### config.mk
export PLATFORM = sky130hd
export DESIGN_NAME = leaky_relu_deskew_collector
export DESIGN_NICKNAME = d
export VERILOG_FILES = /design/src/rtl/leaky_relu_deskew_collector.sv
export SDC_FILE = /design/constraint.sdc
export NUM_CORES = 1
export LEC_CHECK = 0
export BUFFER_PORTS_ARGS = -buffer_cell sky130_fd_sc_hd__buf_2
export CORE_MARGIN = 2
export CORE_UTILIZATION = 38
export CTS_BUF_LIST = sky130_fd_sc_hd__clkbuf_8
export DETAILED_ROUTE_END_ITERATION = 7
export GPL_TIMING_DRIVEN = 0
export PLACE_DENSITY = 0.61
export SLEW_MARGIN = 20
export SYNTH_ARGS = -nofsm -noshare
export SYNTH_HDL_FRONTEND = slang
export SYNTH_SLANG_ARGS = --single-unit
### constraint.sdc
create_clock -name clk -period 7.3 [get_ports clk]
set_clock_uncertainty 0.2 [all_clocks]
set_input_delay 1.46 -clock clk [delete_from_list [all_inputs] [get_ports clk]]
set_output_delay 1.46 -clock clk [all_outputs]
set_load 0.005 [all_outputs]
### src/rtl/leaky_relu_deskew_collector.sv
// Deskews per-column leaky-ReLU samples through small FIFOs and emits full rows
// over a valid/ready handshake; columns cannot stall, so overflow drops and flags.
`timescale 1ns/1ps
module leaky_relu_deskew_collector #(
  parameter int N      = 2,
  parameter int DEPTH  = 4,
  parameter int DATA_W = 16
) (
  input  logic                clk,
  input  logic                rst,
  input  logic                clear_in,
  input  logic [N-1:0]        lr_valid_in,
  input  logic [N*DATA_W-1:0] lr_data_in,
  output logic                row_valid_out,
  input  logic                row_ready_in,
  output logic [N*DATA_W-1:0] row_data_out,
  output logic [15:0]         row_count_out,
  output logic [N-1:0]        overflow_out,
  output logic                all_empty_out
);

  localparam int PW = (DEPTH > 1) ? $clog2(DEPTH) : 1;
  localparam int CW = $clog2(DEPTH + 1);
  localparam logic [CW-1:0] FULL_CNT = CW'(DEPTH);

  logic [N-1:0]        col_nonempty;
  logic [N-1:0]        col_push;
  logic [N-1:0]        col_drop;
  logic [N*DATA_W-1:0] col_head;

  logic                row_valid_q, row_valid_d;
  logic [N*DATA_W-1:0] row_data_q, row_data_d;
  logic [15:0]         row_count_q, row_count_d;
  logic [N-1:0]        overflow_q, overflow_d;

  logic load;
  logic transfer;

  assign transfer = row_valid_q & row_ready_in;
  // A load both refills the output slot and pops every column head in the same cycle.
  assign load     = (&col_nonempty) & (~row_valid_q | row_ready_in);

  for (genvar i = 0; i < N; i++) begin : g_col
    logic [DATA_W-1:0] mem_q [DEPTH];
    logic [PW-1:0]     wr_ptr_q, wr_ptr_d;
    logic [PW-1:0]     rd_ptr_q, rd_ptr_d;
    logic [CW-1:0]     cnt_q, cnt_d;
    logic              full;

    assign full            = (cnt_q == FULL_CNT);
    assign col_nonempty[i] = (cnt_q != '0);
    // A full column still accepts a sample when the load frees its head slot this cycle.
    assign col_push[i]     = lr_valid_in[i] & (~full | load);
    assign col_drop[i]     = lr_valid_in[i] & full & ~load;
    assign col_head[i*DATA_W +: DATA_W] = mem_q[rd_ptr_q];

    always_comb begin
      // NOTE: every combinational output gets a default first so no latch is inferred.
      wr_ptr_d = wr_ptr_q;
      rd_ptr_d = rd_ptr_q;
      cnt_d    = cnt_q;
      if (clear_in) begin
        wr_ptr_d = '0;
        rd_ptr_d = '0;
        cnt_d    = '0;
      end else begin
        if (col_push[i]) wr_ptr_d = wr_ptr_q + PW'(1);
        if (load)        rd_ptr_d = rd_ptr_q + PW'(1);
        case ({col_push[i], load})
          2'b10:   cnt_d = cnt_q + CW'(1);
          2'b01:   cnt_d = cnt_q - CW'(1);
          default: cnt_d = cnt_q;
        endcase
      end
    end

    // NOTE: state registers use non-blocking assignments so every flop samples pre-edge values.
    always_ff @(posedge clk or negedge rst) begin
      if (!rst) begin
        wr_ptr_q <= '0;
        rd_ptr_q <= '0;
        cnt_q    <= '0;
      end else begin
        wr_ptr_q <= wr_ptr_d;
        rd_ptr_q <= rd_ptr_d;
        cnt_q    <= cnt_d;
      end
    end

    // NOTE: sample storage is not reset; zeroed pointers and counts make stale entries unreachable.
    always_ff @(posedge clk) begin
      if (col_push[i] && !clear_in) mem_q[wr_ptr_q] <= lr_data_in[i*DATA_W +: DATA_W];
    end
  end

  always_comb begin
    row_valid_d = row_valid_q;
    row_data_d  = row_data_q;
    row_count_d = row_count_q;
    overflow_d  = overflow_q;
    if (clear_in) begin
      row_valid_d = 1'b0;
      row_data_d  = '0;
      row_count_d = '0;
      overflow_d  = '0;
    end else begin
      if (transfer) row_count_d = row_count_q + 16'd1;
      if (load) begin
        row_valid_d = 1'b1;
        row_data_d  = col_head;
      end else if (transfer) begin
        row_valid_d = 1'b0;
      end
      overflow_d = overflow_q | col_drop;
    end
  end

  always_ff @(posedge clk or negedge rst) begin
    if (!rst) begin
      row_valid_q <= 1'b0;
      row_data_q  <= '0;
      row_count_q <= '0;
      overflow_q  <= '0;
    end else begin
      row_valid_q <= row_valid_d;
      row_data_q  <= row_data_d;
      row_count_q <= row_count_d;
      overflow_q  <= overflow_d;
    end
  end

  assign row_valid_out = row_valid_q;
  assign row_data_out  = row_data_q;
  assign row_count_out = row_count_q;
  assign overflow_out  = overflow_q;
  assign all_empty_out = ~(|col_nonempty) & ~row_valid_q;

endmodule
==> results.md <==
- Leakage: 3.46 nW
- Vias: 4736
- Post-detailed-route wirelength per cell: 17.6 um
- Pwr Density: 296 mW/mm2
- I/O Pins: 90
- Non-filler cells, final: 922
- Drt total wl: 16200 um
- Nets: 688
- Dpl cell area: 0.00882 mm2
- Clock Latency Late Sink: 450 ps
- Remaining Overflow, GRT: 0
- Dpl cells: 890
- CTS resizes: 0
- First-pass GRT wire length: 26000 um
- Crit start category: flop
- Post-synthesis register bit count: 193
- Worst VDD drop: 0.000123 V
- Setup Viol. Count Final: 0
- Synth async-reset ratio: 33.7%
- Antenna Diode Count: 0
- Critical Path AT: 1930 ps
- Layout cell share with drive strength beyond 1: 29.9%
- DRC: 0
- Routed vias/inst: 5.14
- Clk sinks: 193
- Core ar.: 0.0202 mm2
- Setup crit end kind: primary output
- Synth top area cells: edfxtp_1, dfrtp_1, mux4_2, nand2_1, a21oi_1
- Worst-margin pin slew: 776 ps
- Largest net degree at the start of global routing: 55
- Distinct cell type count after synthesis: 42
- Simple-gate area share of the yosys netlist: 10.3%
- Clock transition at path regs: 100 ps
- Non-Filler Cell Area, Final: 0.00918 mm2
- Complex-gate fraction of the synthesized area: 4.12%
- Clock root buffer: clkbuf_8
- Adder-Cell Fraction of Synth Area: 1.95%
- Die H: 148 um
- Register Area: 0.00547 mm2
- CP required: 5640 ps
- Max-slew violations: 0
- Largest family of logic cells by synthesized area: simple AND/OR/NAND/NOR gates
- Antenna violations before repair: 0
- Antenna viol nets, final: 0
- Seq/Total Area, Yosys: 69.8%
- Synthesized area: 0.00784 mm2
- Post-synthesis mux area share: 10.3%
- Timing-limited maximum frequency: 278 MHz
- # rows: 52
- Yosys top cell area share: 49.0%
- CP top delay family: simple AND/OR/NAND/NOR gates
- Synthesized area per cell: 15.2 um2
- Total CTS buffers: 17
- Post-DP HPWL: 11600 um
- Max stage delay on crit path: 440 ps
- DRT iter0 DRCs: 246
- Commonest cells in the netlist: edfxtp_1, nand2_1, dfrtp_1
- Max-cap viol count: 0
- Buffer depth of the longest clock path: 2
- Die area: 0.0218 mm2
- Cell with the most instances after synthesis: edfxtp_1
- Status: finished, final reports clean
- Cells after synthesis: 516
- GP Congestion: 0.806
- Fin Setup TNS: 0 ps
- Layout area overhead: 17.1%
- Vias in the first global route: 4846
- PortBufs: 87
- Final Cycle Share: 49.2%
- Post-Syn Nets: 565
- CP max stage cell: dfrtp_1
- Tot GR Track Use: 15.5%
- RSZ-0062 raised after global routing: false
- Post-CTS Repair Setup Buffers: 0
- Hold Vio Cnt, Final: 0
- Post-synth EDFFs: 128
- Post-CTS Hold Buffers: 0
- Placement Setup Slack: 3400 ps
- Detailed Routing Iterations Pass 1: 5
- Minimum clock period: 3590 ps
- Final Util: 45.4%
- CP Class: reg2out
- Crit-path cells: or3_1, clkbuf_1, nor3_1, buf_2
- Multi-input logic area: 0.00226 mm2
- Max FO, Critical Path: 6
- Die Width: 148 um
- Ys Warns: 0
- Dominant synthesized flop cell: edfxtp_1
- Area leader, netlist: edfxtp_1
- Buffer and inverter count on the worst path: 2
- CTS tree: built
- FILL cells: 1797
- H-tree lvl count: 4
- Worst relative slew slack: 47.7%
- Xor/xnor share of the synthesized area: 1.68%
- Final worst slack: 3710 ps
- Initial Utilization: 38.7%
- Hold WC Path Type: reg2reg
stage by stage:
step	hold WS, ps	power (mW)
5_1_grt	350	2.87
3_5_place_dp	316	2.12
6_report	326	2.72
2_1_floorplan	290	1.85
4_1_cts	331	2.75
3_3_place_gp	307	2.08
routing by layer:
layer | global-route usage, % | up-vias | share of wire, %
met1 | 20.5 | 2439 | 44
li1 | - | 2153 | -
met4 | 4.81 | 0 | 1.4
met3 | 3.46 | 16 | 4.3
met5 | 0 | - | 0
met2 | 25.8 | 128 | 51
worst min-delay path, cell delays in order, from the launching register on:
cell     delay [ps]
dfrtp_1         380
nand2_1          50
a21oi_1          60
area by class of cell:
class | instances | area share (%)
Sequential cell | 193 | 59.6
Multi-Input combinational cell | 287 | 24.6
Timing Repair Buffer | 104 | 6.62
Tap cell | 270 | 3.68
Clock buffer | 17 | 2.55
Clock inverter | 15 | 1.35
Buffer | 29 | 1.29
Inverter | 7 | 0.286
power by group:
part	switching, mW	leakage (nW)	internal [mW]
combinational	0.410	1.22	0.307
clock	0.393	0.186	0.246
sequential	0.0715	2.06	1.29
registers in the layout, summed over array words and instances (netlist names):
name,cells
g_col.wr_ptr_q,4
row_valid_out,1
row_count_out,16
overflow_out,2
row_data_out,32
g_col.rd_ptr_q,4
g_col.cnt_q,6
g_col.mem_q,128
cells by family after synthesis:
kind of cell	Yosys count
flops	193
compound gates	57
buf+inv	36
fa+ha+maj	11
mux	40
xor+xnor	15
simple gates	164
placed cells by master (no fill, tap or decap), drive strengths merged, types with 3 or more instances in the layout:
| cell | netlist | layout |
|---|---|---|
| edfxtp | 128 | 128 |
| buf | 10 | 114 |
| nand2 | 73 | 73 |
| dfrtp | 65 | 65 |
| a21oi | 38 | 38 |
| clkbuf | 19 | 36 |
| mux4 | 32 | 32 |
| nor2 | 30 | 30 |
| inv | 7 | 15 |
| nor3b | 10 | 10 |
| ha | 9 | 9 |
| xnor2 | 8 | 8 |
| nor3 | 8 | 8 |
| nand4 | 8 | 8 |
| nand2b | 7 | 7 |
| nand3 | 7 | 7 |
| xor2 | 7 | 7 |
| o21ai | 6 | 6 |
| clkinv | 0 | 6 |
| or3 | 5 | 5 |
| mux2 | 5 | 5 |
| nor2b | 4 | 4 |
| o31ai | 3 | 3 |
| mux2i | 3 | 3 |
| nor4 | 3 | 3 |
| or4 | 3 | 3 |
worst paths after layout:
path / cells past startpoint / startpoint / slack, ps / to
max: 4 / g_col[1].cnt_q[2]$_DFFE_PN0P_ / 3710 / all_empty_out
min: 2 / row_data_out[16]$_DFFE_PN0P_ / 330 / row_data_out[16]$_DFFE_PN0P_
max reg2reg: 8 / row_valid_out$_DFFE_PN0P_ / 4370 / g_col[0].mem_q[2][6]$_DFFE_PP_
min reg2reg: 2 / row_data_out[16]$_DFFE_PN0P_ / 330 / row_data_out[16]$_DFFE_PN0P_
max in group asynchronous: 2 / rst / 5740 / row_data_out[16]$_DFFE_PN0P_
min in group asynchronous: 1 / rst / 640 / row_data_out[25]$_DFFE_PN0P_
Power figures use the tool's default switching activity.
